===== src/rtl/id_ex_stage.sv =====
// ID/EX pipeline register with load-use hazard detection, one-cycle ID->EX latency.
// A hold freezes all state; a flush or load-use hazard registers a bubble (ctrl = 0) and bumps its counter.
module id_ex_stage #(
  parameter int DATA_W = 32,
  parameter int CNT_W  = 16
) (
  input  logic              clk,
  input  logic              reset,
  input  logic [4:0]        id_regRs,
  input  logic [4:0]        id_regRt,
  input  logic [4:0]        id_regRd,
  input  logic              id_usesRt,
  input  logic [DATA_W-1:0] id_readData1,
  input  logic [DATA_W-1:0] id_readData2,
  input  logic [DATA_W-1:0] id_signExt,
  input  logic [9:0]        id_ctrl,
  input  logic              flush,
  input  logic              hold,
  output logic [4:0]        ID_EX_regRs,
  output logic [4:0]        ID_EX_regRt,
  output logic [4:0]        ID_EX_regRd,
  output logic [DATA_W-1:0] ID_EX_readData1,
  output logic [DATA_W-1:0] ID_EX_readData2,
  output logic [DATA_W-1:0] ID_EX_signExt,
  output logic [9:0]        ID_EX_ctrl,
  output logic              pcWrite,
  output logic              IF_ID_write,
  output logic [CNT_W-1:0]  stall_count,
  output logic [CNT_W-1:0]  flush_count
);

  localparam int MEMREAD_BIT = 8;

  typedef struct packed {
    logic [4:0]        rs;
    logic [4:0]        rt;
    logic [4:0]        rd;
    logic [DATA_W-1:0] rd1;
    logic [DATA_W-1:0] rd2;
    logic [DATA_W-1:0] imm;
    logic [9:0]        ctrl;
  } idex_t;

  idex_t            stage_q, stage_d, id_pkt;
  logic [CNT_W-1:0] stall_cnt_q, stall_cnt_d;
  logic [CNT_W-1:0] flush_cnt_q, flush_cnt_d;
  logic             lu_haz;
  logic             front_en;

  function automatic logic [CNT_W-1:0] sat_inc(input logic [CNT_W-1:0] v);
    return (&v) ? v : v + CNT_W'(1);
  endfunction

  always_comb begin
    id_pkt.rs   = id_regRs;
    id_pkt.rt   = id_regRt;
    id_pkt.rd   = id_regRd;
    id_pkt.rd1  = id_readData1;
    id_pkt.rd2  = id_readData2;
    id_pkt.imm  = id_signExt;
    id_pkt.ctrl = id_ctrl;
  end

  // $0 is hard-wired zero, so a load targeting it can never feed a consumer.
  always_comb begin
    lu_haz = stage_q.ctrl[MEMREAD_BIT] && (stage_q.rt != 5'd0) &&
             ((stage_q.rt == id_regRs) || (id_usesRt && (stage_q.rt == id_regRt)));
  end

  // A taken branch discards the dependent instruction anyway, so flush lets the front end advance.
  always_comb begin
    if (reset) begin
      front_en = 1'b1;
    end else begin
      front_en = !hold && !(lu_haz && !flush);
    end
  end

  assign pcWrite     = front_en;
  assign IF_ID_write = front_en;

  always_comb begin
    stage_d     = stage_q;
    stall_cnt_d = stall_cnt_q;
    flush_cnt_d = flush_cnt_q;
    if (!hold) begin
      stage_d = id_pkt;
      if (flush) begin
        stage_d.ctrl = '0;
        flush_cnt_d  = sat_inc(flush_cnt_q);
      end else if (lu_haz) begin
        stage_d.ctrl = '0;
        stall_cnt_d  = sat_inc(stall_cnt_q);
      end
    end
  end

  always_ff @(posedge clk) begin
    if (reset) begin
      stage_q     <= '0;
      stall_cnt_q <= '0;
      flush_cnt_q <= '0;
    end else begin
      stage_q     <= stage_d;
      stall_cnt_q <= stall_cnt_d;
      flush_cnt_q <= flush_cnt_d;
    end
  end

  assign ID_EX_regRs     = stage_q.rs;
  assign ID_EX_regRt     = stage_q.rt;
  assign ID_EX_regRd     = stage_q.rd;
  assign ID_EX_readData1 = stage_q.rd1;
  assign ID_EX_readData2 = stage_q.rd2;
  assign ID_EX_signExt   = stage_q.imm;
  assign ID_EX_ctrl      = stage_q.ctrl;
  assign stall_count     = stall_cnt_q;
  assign flush_count     = flush_cnt_q;

  // The bubble clears memRead, so a single load can never stall twice in a row.
  a_one_bubble: assert property (@(posedge clk) disable iff (reset)
    (lu_haz && !hold) |=> !lu_haz);

endmodule


===== config.mk =====
export PLATFORM = sky130hd
export DESIGN_NAME = id_ex_stage
export DESIGN_NICKNAME = d
export VERILOG_FILES = /design/src/rtl/id_ex_stage.sv
export SDC_FILE = /design/constraint.sdc
export NUM_CORES = 1
export LEC_CHECK = 0
export ABC_AREA = 1
export BUFFER_PORTS_ARGS = -buffer_cell sky130_fd_sc_hd__clkbuf_2
export CORE_ASPECT_RATIO = 1.4
export CORE_MARGIN = 1.5
export CORE_UTILIZATION = 30
export CTS_BUF_LIST = sky130_fd_sc_hd__clkbuf_4
export CTS_CLUSTER_DIAMETER = 150
export CTS_CLUSTER_SIZE = 20
export DETAILED_ROUTE_END_ITERATION = 10
export SLEW_MARGIN = 0
export SYNTH_ARGS = -nofsm -noshare
export SYNTH_HDL_FRONTEND = slang
export SYNTH_SLANG_ARGS = --single-unit

===== constraint.sdc =====
create_clock -name clk -period 3.1 [get_ports clk]
set_input_delay 0.62 -clock clk [delete_from_list [all_inputs] [get_ports clk]]
set_output_delay 0.62 -clock clk [all_outputs]
set_load 0.01 [all_outputs]

* Word level (Yosys, flattened, before mapping) *
Cells that the tools add are included.

storage, ports and cells
  flip-flop bits (word level) = 153
  input port bits = 126
  logic and storage cells = 34

cells by class
  add/sub/neg operators = 2
  bitwise gates (word level) = 4
  reductions and logical operators = 14
  muxes and demuxes = 3
  equal/unequal tests = 2

operators with widths
  cell                                            count
  adder 16 x 1 -> 16 bit (second input constant)  2
  AND reduction 16 bit                            2
  two-way mux 10 bit                              2
  == test 5 bit                                   2
  logical AND 1 bit                               5
  nonzero test 5 bit                              1
  inverter 1 bit                                  4
  AND reduction 4 bit                             1
  logical NOT 1 bit                               3
  AND reduction 3 bit                             1
  logical OR 1 bit                                1
  two-way mux 1 bit                               1

* Depth between registers and ports, before layout *
Gate-level depths: netlist of run 1.

  depth after elaboration = 8
  gate-level depth with buffers = 12

* Worst setup path before layout of run 1 *
Ideal clock, no wire load.

  kind = input to output
  from = input port reset
  to = output port pcWrite
  stages = 5
  path slack = 769 ps
  data required time = 2480 ps
  data arrival time = 1711 ps
  cell sequence = inv_1 > clkbuf_1 > buf_1 > o21ai_0 > buf_4

on the way
  word-level cells in the longest chain between the ends = 1

RTL lines
  what               line  text
  start, declared    8     input logic reset,
  two-way mux 1 bit  72    if (reset) begin
  end, declared      26    output logic pcWrite,

Every way passes these cells.

* Final worst setup path of run 1 *
  from = register stage_q, in the netlist ID_EX_regRt[1]
  to = output port pcWrite

on the way
  word-level cells in the longest chain between the ends = 8
  elaborated cells on any way between the ends = 11

RTL lines
  what                    line  text
  start, declared         44    idex_t stage_q, stage_d, id_pkt;
  start signal, assigned  104   stage_q <= stage_d;
  == test 5 bit           67    ((stage_q.rt == id_regRs) || (id_usesRt && (stage_q.rt == id_regRt)));
  logical AND 1 bit       67
  logical OR 1 bit        67
  logical AND 1 bit (*)   66    lu_haz = stage_q.ctrl[MEMREAD_BIT] && (stage_q.rt != 5'd0) &&
  logical AND 1 bit (*)   75    front_en = !hold && !(lu_haz && !flush);
  logical NOT 1 bit (*)   75
  logical AND 1 bit (*)   75
  two-way mux 1 bit (*)   72

Mark *: on every way between the ends. The rest lies on a longest branch, timed or not.

==> impl_metrics.py, run 1 <==
metrics = {
    "critical_path": {
        "cp_common_cell": "nand2_1",
        "startpoint_type": "flip-flop",
        "worst_setup_path_end_kind": "output port",
        "slowest_stage": "dfxtp_1",
        "ff2ff_path_depth": 12,
        "reg2reg_slack_ps": 1050,
        "worstPathRequired_ps": 2480,
        "path_buf_inv": 2,
        "crit_type": "flip-flop to output port",
        "cp_top_family": "simple AND/OR/NAND/NOR gates",
        "reg2reg_from": "flush_count[0]",
        "crit_fanout": 4,
        "arrival_ps": 2080,
        "r2r_end": "flush_count[4]",
        "path_depth": 10,
        "cpPeakStageDelay_ps": 400,
        "crit_chain": "inv_1 > nand2_1 > nand2_1 > nor2_1 > nand3_1 > nand2_1 > nand2_1 > nor2_1 > o21ai_0 > clkbuf_2",
    },
    "synth": {
        "ys_ff_latch": 153,
        "synth-main-ff-cell": "dfxtp_1",
        "synth_nets": 994,
        "syn_inst": 866,
        "synthDistinctLibCells": 30,
        "synth_top_area_share_pct": 49.47,
        "synth_warnings": 0,
        "avgSynthCellArea_um2": 7.149,
        "async_reset_ff_share_pct": 0,
        "synth-edff-count": 0,
        "synth.largest_area_cell": "dfxtp_1",
        "ys_top_cells_by_area": "dfxtp_1 (49%), nor2_1 (17%), o21ai_0 (9.6%)",
        "seq_area_frac_synth_pct": 49.47,
        "synthesis.area_mm2": 0.006191,
    },
    "final_layout": {
        "layout.nets": 1252,
        "nFillCells": 2247,
        "final_area_mm2": 0.008069,
        "layout_commonest_cell": "clkbuf_2",
        "drive_gt1_share_pct": 29.67,
        "stdcell_count": 1393,
        "area_delta_synth_final_pct": 30.34,
        "post-route-util_pct": 39.55,
        "layout_common_cells": "clkbuf_2 (279), nor2_1 (276), dfxtp_1 (153), nand2_1 (132), o21ai_0 (119)",
    },
    "drt": {
        "ant_nets": 0,
        "first_iter_violations": 295,
        "post_drt_wl_per_cell_um": 13.35,
        "dr.pass1.iters": 5,
        "drt_wl_total_um": 18590,
        "drc": 0,
        "routed_via_density": 4.533,
        "vias": 6314,
    },
    "cts": {
        "insertion_delay_ps": 570,
        "cts_setup_buffers": 0,
        "cts_resized": 0,
        "htreeDepth": 4,
        "clockRootBuffer": "clkbuf_4",
        "clock_sinks": 153,
        "cts_hold_buf": 0,
        "cts_buffers": 17,
        "cts_tree": "yes",
        "clk_transition_reported_paths_ps": 130,
        "ctsLongestPathBuffers": 2,
    },
    "sta": {
        "rsz0062_at_grt": "no",
        "fin_crit_sh_pct": 87.01,
        "setup_viol": 0,
        "hold_viol_final": 0,
        "slew_headroom_pct": 46.99,
        "fmax_mhz": 370.7,
        "post-route-min-period_ps": 2697,
        "setup_tns_ps": 0,
        "finClkSkew_ps": 18.05,
        "tightest_slew_ps": 792.3,
        "maxSlewViolCount": 0,
    },
    "hold_path": {
        "holdPathEnd": "ID_EX_ctrl[7]",
        "hold_start": "id_ctrl[7]",
        "min_path_cells": 3,
        "hp-class": "primary input to flip-flop",
    },
    "global_route": {
        "grt_pass1_vias": 5840,
        "track_usage_pct": 17.57,
        "grt_overflow_total": 0,
        "grt_pass1_wl_um": 30200,
        "grt_max_degree": 134,
        "antenna_found_initial": 1,
    },
    "pwr": {
        "leakagePower_uw": 0.003869,
        "powerDensity_mw_per_mm2": 484.2,
        "ir_worst_vdd_uv": 202.9,
    },
    "die": {
        "core_area_mm2": 0.02040,
        "dieArea_mm2": 0.02152,
        "rows": 62,
        "die_x_um": 124.4,
        "fp.dieH_um": 173.0,
        "initial_core_util_pct": 30.34,
        "io_pins": 281,
    },
    "placed_design": {
        "dpl.hpwl_um": 13200,
        "io_buffer_count": 280,
        "gp_congestion": 0.8891,
        "dp_cells": 1361,
        "placed_area_mm2": 0.007786,
    },
    "flow_run": {
        "drv_cap": 0,
    },
    "status": {
        "status": "finished clean",
    },
}
registers in the layout, indices dropped and copies added, names as in the netlist:
name,count
stall_count,16
ID_EX_signExt,32
flush_count,16
ID_EX_ctrl,10
ID_EX_regRs,5
ID_EX_readData2,32
ID_EX_regRd,5
ID_EX_regRt,5
ID_EX_readData1,32
cells in the mapped netlist, drive strengths merged (4+ instances only):
cell type / count
nand4: 4
inv: 43
o21ai: 120
nand2: 136
nor3: 8
xor2: 10
a21oi: 33
clkbuf: 28
nand3: 26
nor2: 279
dfxtp: 153
buf: 18
worst reg2reg max path, stage by stage (launching register included):
cell and delay [ps]:
dfxtp_1 430, ha_1 230, nand2_2 90, nor3_4 290
nand2_2 110, nor2_2 130, nand2_2 70, nand2_4 160
inv_2 180, nand2_1 120, nand2_1 50, nand2_1 50
nor2_1 40
metal layers:
metal  vias up  track usage, %  share of wire [%]
li1       3259               -                  -
met1      2788           19.57                 41
met2       228           30.13                 49
met3        39           6.157                7.2
met4         0           7.759                2.8
met5         -               0                  0
how the worst max path moves through the flow:
stage / start / slack, ps / to
after floorplan: reset / 770 / pcWrite
after global placement: id_regRs[1] / 710 / pcWrite
after detailed placement: id_regRs[1] / 690 / pcWrite
after CTS: ID_EX_regRt[3] / 280 / pcWrite
after global routing: ID_EX_regRt[3] / 80 / pcWrite
final: ID_EX_regRt[1] / 400 / pcWrite
power breakdown:
part / internal [uW] / leakage (uW) / switching, uW
Clock: 568 / 0.000149 / 696
Sequential: 2070 / 0.00126 / 54.7
Combinational: 211 / 0.00246 / 305
Total: 2850 / 0.00387 / 1060
cells by family (layout without fill, tap and decap cells):
kind of cell	count (synthesis)	in the layout	share of synthesized area, %
buffers and inverters	89	359	5.942
adders and majority gates	2	2	0.4041
AOI/OAI and AO/OA	154	154	13.04
other	0	1	0
DFF	153	153	49.47
xor gates and xnor gates	12	12	1.698
and+or+nand+nor	456	456	29.45
layout make-up:
class	instances	area (um^2)	area share, %
diodes	1	2.502	0.03101
clock buffers	20	150.1	1.861
repair buffers	285	1479	18.33
well taps	256	320.3	3.970
flip-flops and latches	153	3063	37.96
multi-input cells	624	2760	34.21
clock inverters	11	130.1	1.613
inverters	43	163.9	2.031
metrics by stage:
stage | setup slack, ps | hold slack, ps | total power (uW)
after floorplan | 768.9 | 490.0 | 2443
after global placement | 710.0 | 453.5 | 2691
after detailed placement | 692.1 | 457.6 | 2699
after CTS | 276.4 | 196.8 | 3995
after global routing | 84.87 | 212.8 | 4136
final | 402.5 | 280.8 | 3907
No activity file was read; power rests on OpenSTA's default activity.
==> run 2: changes to the inputs <==
--- a/config.mk
+++ b/config.mk
@@ -10,7 +10,7 @@
 export CORE_ASPECT_RATIO = 1.4
 export CORE_MARGIN = 1.5
 export CORE_UTILIZATION = 30
-export CTS_BUF_LIST = sky130_fd_sc_hd__clkbuf_4
+export CTS_BUF_LIST = sky130_fd_sc_hd__clkbuf_16
 export CTS_CLUSTER_DIAMETER = 150
 export CTS_CLUSTER_SIZE = 20
 export DETAILED_ROUTE_END_ITERATION = 10
==> impl_metrics.py, run 2 (synthesis gave the netlist of run 1 again) <==
metrics = {
    "status": {
        "status": "finished clean",
    },
    "sta": {
        "setup_tns_ps": 0,
        "fin_ws_ps": 559.1,
        "post-route-min-period_ps": 2541,
        "finClkSkew_ps": 8.186,
        "tightest_slew_ps": 802.8,
        "rsz0062_at_grt": "no",
        "slew_headroom_pct": 46.28,
        "setup_viol": 0,
        "fin_crit_sh_pct": 81.96,
        "maxSlewViolCount": 0,
        "fmax_mhz": 393.6,
        "hold_viol_final": 0,
    },
    "placed_design": {
        "gp_congestion": 0.8891,
        "io_buffer_count": 280,
        "placed_area_mm2": 0.007786,
        "pre_cts_ws_ps": 692.1,
        "dpl.hpwl_um": 13200,
    },
    "drt": {
        "drc": 0,
        "post_drt_wl_per_cell_um": 13.41,
        "routed_via_density": 4.542,
        "vias": 6322,
        "ant_nets": 0,
        "drt_wl_total_um": 18660,
        "dr.pass1.iters": 4,
        "first_iter_violations": 289,
    },
    "critical_path": {
        "crit_type": "flip-flop to output port",
        "reg2reg_from": "flush_count[0]",
        "worstPathRequired_ps": 2480,
        "ff2ff_path_depth": 12,
        "slowest_stage": "dfxtp_1",
        "worst_setup_path_end_kind": "output port",
        "crit_chain": "inv_1 > nand2_1 > nand2_1 > nor2_1 > nand3_1 > nand2_1 > nand2_1 > nor2_1 > o21ai_0 > clkbuf_2",
        "path_buf_inv": 2,
        "arrival_ps": 1920,
        "cp_top_family": "simple AND/OR/NAND/NOR gates",
        "crit_fanout": 4,
        "reg2reg_slack_ps": 1070,
        "cp_common_cell": "nand2_1",
        "cpPeakStageDelay_ps": 390,
        "r2r_end": "flush_count[11]",
        "startpoint_type": "flip-flop",
    },
    "final_layout": {
        "final_area_mm2": 0.008353,
        "multi_input_area_mm2": 0.002760,
        "regArea_mm2": 0.003063,
        "layout.nets": 1252,
        "layout_common_cells": "clkbuf_2 (279), nor2_1 (276), dfxtp_1 (153), nand2_1 (132), o21ai_0 (119)",
        "n_antenna_cell": 0,
        "post-route-util_pct": 40.94,
        "layout_commonest_cell": "clkbuf_2",
        "area_delta_synth_final_pct": 34.92,
        "nFillCells": 2209,
        "drive_gt1_share_pct": 29.40,
    },
    "flow_run": {
        "drv_cap": 0,
    },
    "hold_path": {
        "hp-class": "primary input to flip-flop",
        "min_path_cells": 3,
        "hold_start": "id_signExt[5]",
        "holdPathEnd": "ID_EX_signExt[5]",
    },
    "die": {
        "rows": 62,
        "io_pins": 281,
        "die_x_um": 124.4,
        "core_area_mm2": 0.02040,
        "fp.dieH_um": 173.0,
        "initial_core_util_pct": 30.34,
        "dieArea_mm2": 0.02152,
    },
    "global_route": {
        "grt-busiest-layer": "met2",
        "grtUsageMet1_pct": 19.75,
        "track_usage_pct": 17.67,
        "grt_pass1_vias": 5848,
        "antenna_found_initial": 0,
        "grt_max_degree": 134,
        "grt_pass1_wl_um": 30390,
        "use_met2_pct": 30.29,
        "grt_overflow_total": 0,
        "grt_util_met3_pct": 5.322,
    },
    "cts": {
        "cts_buffers": 17,
        "ctsLongestPathBuffers": 2,
        "clock_sinks": 153,
        "htreeDepth": 4,
        "cts_tree": "yes",
        "insertion_delay_ps": 430,
        "clockRootBuffer": "clkbuf_16",
        "cts_hold_buf": 0,
        "clk_transition_reported_paths_ps": 60,
        "cts_setup_buffers": 0,
        "cts_resized": 0,
    },
    "pwr": {
        "leakagePower_uw": 0.004002,
        "switching_share_pct": 24.78,
        "pwr-share-clk_pct": 43.5,
        "p_switching_uw": 1160,
        "power.share.sequential_pct": 45.5,
        "ir_worst_vdd_uv": 333.1,
        "powerDensity_mw_per_mm2": 560.4,
        "power_uw": 4681,
        "intPower_uw": 3521,
        "pwr-share-comb_pct": 11.0,
    },
}
## run 2: changes by cell type in the layout (fill, tap and decap cells not counted)
cell       before  now
clkbuf_16       0   17
clkbuf_4       20    0
diode_2         1    0
inv_1          40   43
## run 2: worst max-delay path by stage
| stage | cells past startpoint | end | slack (ps) | startpoint |
|---|---|---|---|---|
| 2_1_floorplan | 5 | pcWrite | 770 | reset |
| 3_3_place_gp | 11 | pcWrite | 710 | id_regRs[1] |
| 3_5_place_dp | 11 | pcWrite | 690 | id_regRs[1] |
| 4_1_cts | 10 | pcWrite | 490 | ID_EX_regRt[3] |
| 5_1_grt | 10 | pcWrite | 300 | ID_EX_regRt[3] |
| 6_report | 10 | pcWrite | 560 | ID_EX_regRt[3] |
## run 2: area by class of cell
type | instances | share of cell area [%]
Inverter | 43 | 1.962
Timing Repair Buffer | 285 | 17.71
Multi-Input combinational cell | 624 | 33.04
Clock inverter | 14 | 1.693
Tap cell | 256 | 3.835
Sequential cell | 153 | 36.67
Clock buffer | 17 | 5.093
## run 2: power by group through the flow
stage               clock network (uW)  logic (uW)  registers [uW]
CTS                               2110         527            2130
detailed placement                   0         525            2170
global placement                     0         522            2170
finish                            2040         516            2130
floorplan                            0         222            2220
global route                      2190         585            2140
## run 2: tightest hold or removal path, cell delays in order
cell	delay, ps
clkbuf_2	70
o21ai_0	60
nor2_1	70
## run 2: per-layer routing
metal,vias to the layer above,wire length [um],part of all wire [%]
met5,-,0,0
met4,0,603,3.2
met3,42,1288,6.9
met2,227,9099,49
met1,2796,7671,41
li1,3257,-,-
## run 2: stage by stage
step                cells  hold WS (ps)
floorplan             866         490.0
global placement     1361         453.5
detailed placement   1361         457.6
CTS                  1392         401.9
global route         1392         421.7
finish               1392         426.0
==> run 3: changes to the inputs <==
--- a/config.mk
+++ b/config.mk
@@ -5,7 +5,7 @@
 export SDC_FILE = /design/constraint.sdc
 export NUM_CORES = 1
 export LEC_CHECK = 0
-export ABC_AREA = 1
+export ABC_AREA = 0
 export BUFFER_PORTS_ARGS = -buffer_cell sky130_fd_sc_hd__clkbuf_2
 export CORE_ASPECT_RATIO = 1.4
 export CORE_MARGIN = 1.5
==> constraint.sdc (replaced) <==
create_clock -name clk -period 2.4 [get_ports clk]
set_input_delay 0.48 -clock clk [delete_from_list [all_inputs] [get_ports clk]]
set_output_delay 0.48 -clock clk [all_outputs]
set_load 0.01 [all_outputs]
==> impl_metrics.py, run 3 <==
metrics = {
    "drt": {
        "dr.pass1.iters": 4,
        "routed_via_density": 4.597,
        "drt_wl_total_um": 16230,
        "post_drt_wl_per_cell_um": 14.15,
        "drc": 0,
        "ant_nets": 0,
        "first_iter_violations": 207,
        "vias": 5273,
    },
    "pwr": {
        "powerDensity_mw_per_mm2": 724.7,
        "ir_worst_vdd_uv": 425.0,
        "leakagePower_uw": 0.004021,
    },
    "synth": {
        "synth-edff-count": 0,
        "synth_most_common_cell": "dfxtp_1",
        "synth_nets": 738,
        "async_reset_ff_share_pct": 0,
        "ys_top_cells_by_area": "dfxtp_1 (51%), mux2i_1 (19%), nor2_1 (8.5%)",
        "synthDistinctLibCells": 40,
        "ys_ff_latch": 153,
        "ys_top_cells_by_count": "dfxtp_1 (153), nor2_1 (137), mux2i_1 (113), clkbuf_1 (18), nand2_1 (18)",
        "synth_warnings": 0,
        "synth.largest_area_cell": "dfxtp_1",
        "seq_area_frac_synth_pct": 50.70,
        "synth-main-ff-cell": "dfxtp_1",
        "synth_top_area_share_pct": 50.70,
        "synthesis.area_mm2": 0.006041,
        "syn_inst": 610,
        "avgSynthCellArea_um2": 9.903,
    },
    "placed_design": {
        "gp_congestion": 0.7941,
        "dpl.hpwl_um": 11860,
        "io_buffer_count": 280,
    },
    "cts": {
        "insertion_delay_ps": 420,
        "cts_buffers": 17,
        "clk_transition_reported_paths_ps": 60,
        "cts_tree": "yes",
        "htreeDepth": 4,
        "clockRootBuffer": "clkbuf_16",
        "ctsLongestPathBuffers": 2,
        "clock_sinks": 153,
    },
    "die": {
        "fp.dieH_um": 170.9,
        "dieArea_mm2": 0.02101,
        "die_x_um": 122.9,
        "io_pins": 281,
        "rows": 61,
        "initial_core_util_pct": 30.56,
        "core_area_mm2": 0.01977,
    },
    "final_layout": {
        "n_antenna_cell": 0,
        "area_delta_synth_final_pct": 37.86,
        "layout.nets": 1010,
        "drive_gt1_share_pct": 37.99,
        "layout_commonest_cell": "clkbuf_2",
        "post-route-util_pct": 42.13,
        "layout_common_cells": "clkbuf_2 (277), dfxtp_1 (148), nor2_1 (137), mux2i_1 (113), nand2_1 (18)",
    },
    "critical_path": {
        "arrival_ps": 1840,
        "crit_fanout": 5,
        "crit_type": "flip-flop to output port",
        "startpoint_type": "flip-flop",
        "cpPeakStageDelay_ps": 370,
        "crit_chain": "xnor2_1 > nand4_1 > o22a_1 > o31ai_2 > nand2_1 > buf_2",
        "worstPathRequired_ps": 1920,
        "worst_setup_path_end_kind": "output port",
        "slowest_stage": "dfxtp_4",
    },
    "sta": {
        "setup_tns_ps": 0,
        "tightest_slew_ps": 631.5,
        "setup_viol": 0,
        "hold_viol_final": 0,
        "post-route-min-period_ps": 2317,
        "maxSlewViolCount": 0,
        "slew_headroom_pct": 57.89,
        "finClkSkew_ps": 7.977,
        "fin_crit_sh_pct": 96.56,
        "fmax_mhz": 431.5,
        "rsz0062_at_grt": "yes",
    },
    "status": {
        "status": "finished clean",
    },
    "global_route": {
        "grt_pass1_vias": 4977,
        "grt_max_degree": 92,
        "track_usage_pct": 15.23,
        "grt_pass1_wl_um": 24910,
        "grt_overflow_total": 0,
        "antenna_found_initial": 0,
    },
    "hold_path": {
        "hp-class": "primary input to flip-flop",
    },
    "flow_run": {
        "drv_cap": 0,
    },
}
## run 3: changes by cell type in the layout (fill, tap and decap cells not counted), moves of 8 or more
cell     before  now
a21oi_2       9    0
nand3_1      25   13
o21ai_0     119    3
a21oi_1      24   13
nand2_1     132   18
xnor2_1       2   11
mux2i_1       0  113
nor2_1      276  137
inv_1        43    8
nand4_1       3   11
and4_1        0    8
a32o_1        0   10
## run 3: power breakdown
| group | switching (uW) | internal (uW) |
|---|---|---|
| registers | 66.8 | 2660 |
| clock network | 1060 | 1620 |
| logic | 329 | 304 |
| total | 1450 | 4580 |
## run 3: final cells by class
class                           instances  area [um^2]
Clock buffer                           17        425.4
Clock inverter                         15        160.2
Fill cell                            2016        11440
Inverter                                6        22.52
Multi-Input combinational cell        415         2825
Sequential cell                       153         3077
Tap cell                              252        315.3
Timing Repair Buffer                  289         1503
## run 3: per-layer routing
layer | up-vias | part of all wire [%] | track usage, %
li1 | 2675 | - | -
met1 | 2421 | 40 | 16.73
met2 | 164 | 50 | 25.97
met3 | 13 | 8.5 | 6.667
met4 | 0 | 1.3 | 5.157
met5 | - | 0 | 0
## run 3: logic make-up (layout without fill, tap and decap cells)
family / Yosys count / in the layout / synth area share, %
adder cells (fa/ha/maj): 2 / 2 / 0.4142
AO/OA/AOI/OAI: 45 / 45 / 5.551
flip-flops: 153 / 153 / 50.70
AND/OR/NAND/NOR: 227 / 227 / 17.21
multiplexers: 119 / 119 / 19.84
buffers and inverters: 42 / 327 / 3.086
XOR/XNOR: 22 / 22 / 3.190
## run 3: critical path, delay by kind of cell (launching register included)
family / cells / cell delay (ps)
compound gates: 2 / 450
xor+xnor: 1 / 170
buf+inv: 1 / 160
flops: 1 / 370
simple gates: 2 / 260
## run 3: through the flow
step | hold WS [ps] | total power (uW) | worst slack (ps) | area (um^2) | std cells
floorplan | 502.2 | 3125 | 162.5 | 6041 | 610
global placement | 448.3 | 3407 | 125.9 | 7687 | 1114
detailed placement | 454.5 | 3418 | 161.5 | 7687 | 1114
CTS | 257.9 | 6150 | 38.13 | 8290 | 1146
global route | 262.7 | 6311 | -46.11 | 8328 | 1147
finish | 280.5 | 6036 | 82.53 | 8328 | 1147
## run 3: what timing repair did
action | 4_1_cts | 5_1_grt
setup endpoints to repair | 2 | 2
buffers inserted | 0 | 1
hold buffers | 0 | 0
resized for setup | 7 | 7
pin swaps | 3 | 0
## run 3: worst paths after layout
| kind | slack, ps | end | depth (start not counted) | startpoint |
|---|---|---|---|---|
| hold / removal | 280 | ID_EX_readData2[25] | 3 | id_readData2[25] |
| setup reg to reg | 380 | stall_count[9] | 5 | stall_count[2] |
| hold reg to reg | 470 | ID_EX_ctrl[6] | 1 | ID_EX_ctrl[6] |
| setup / recovery | 80 | IF_ID_write | 6 | ID_EX_regRt[2] |
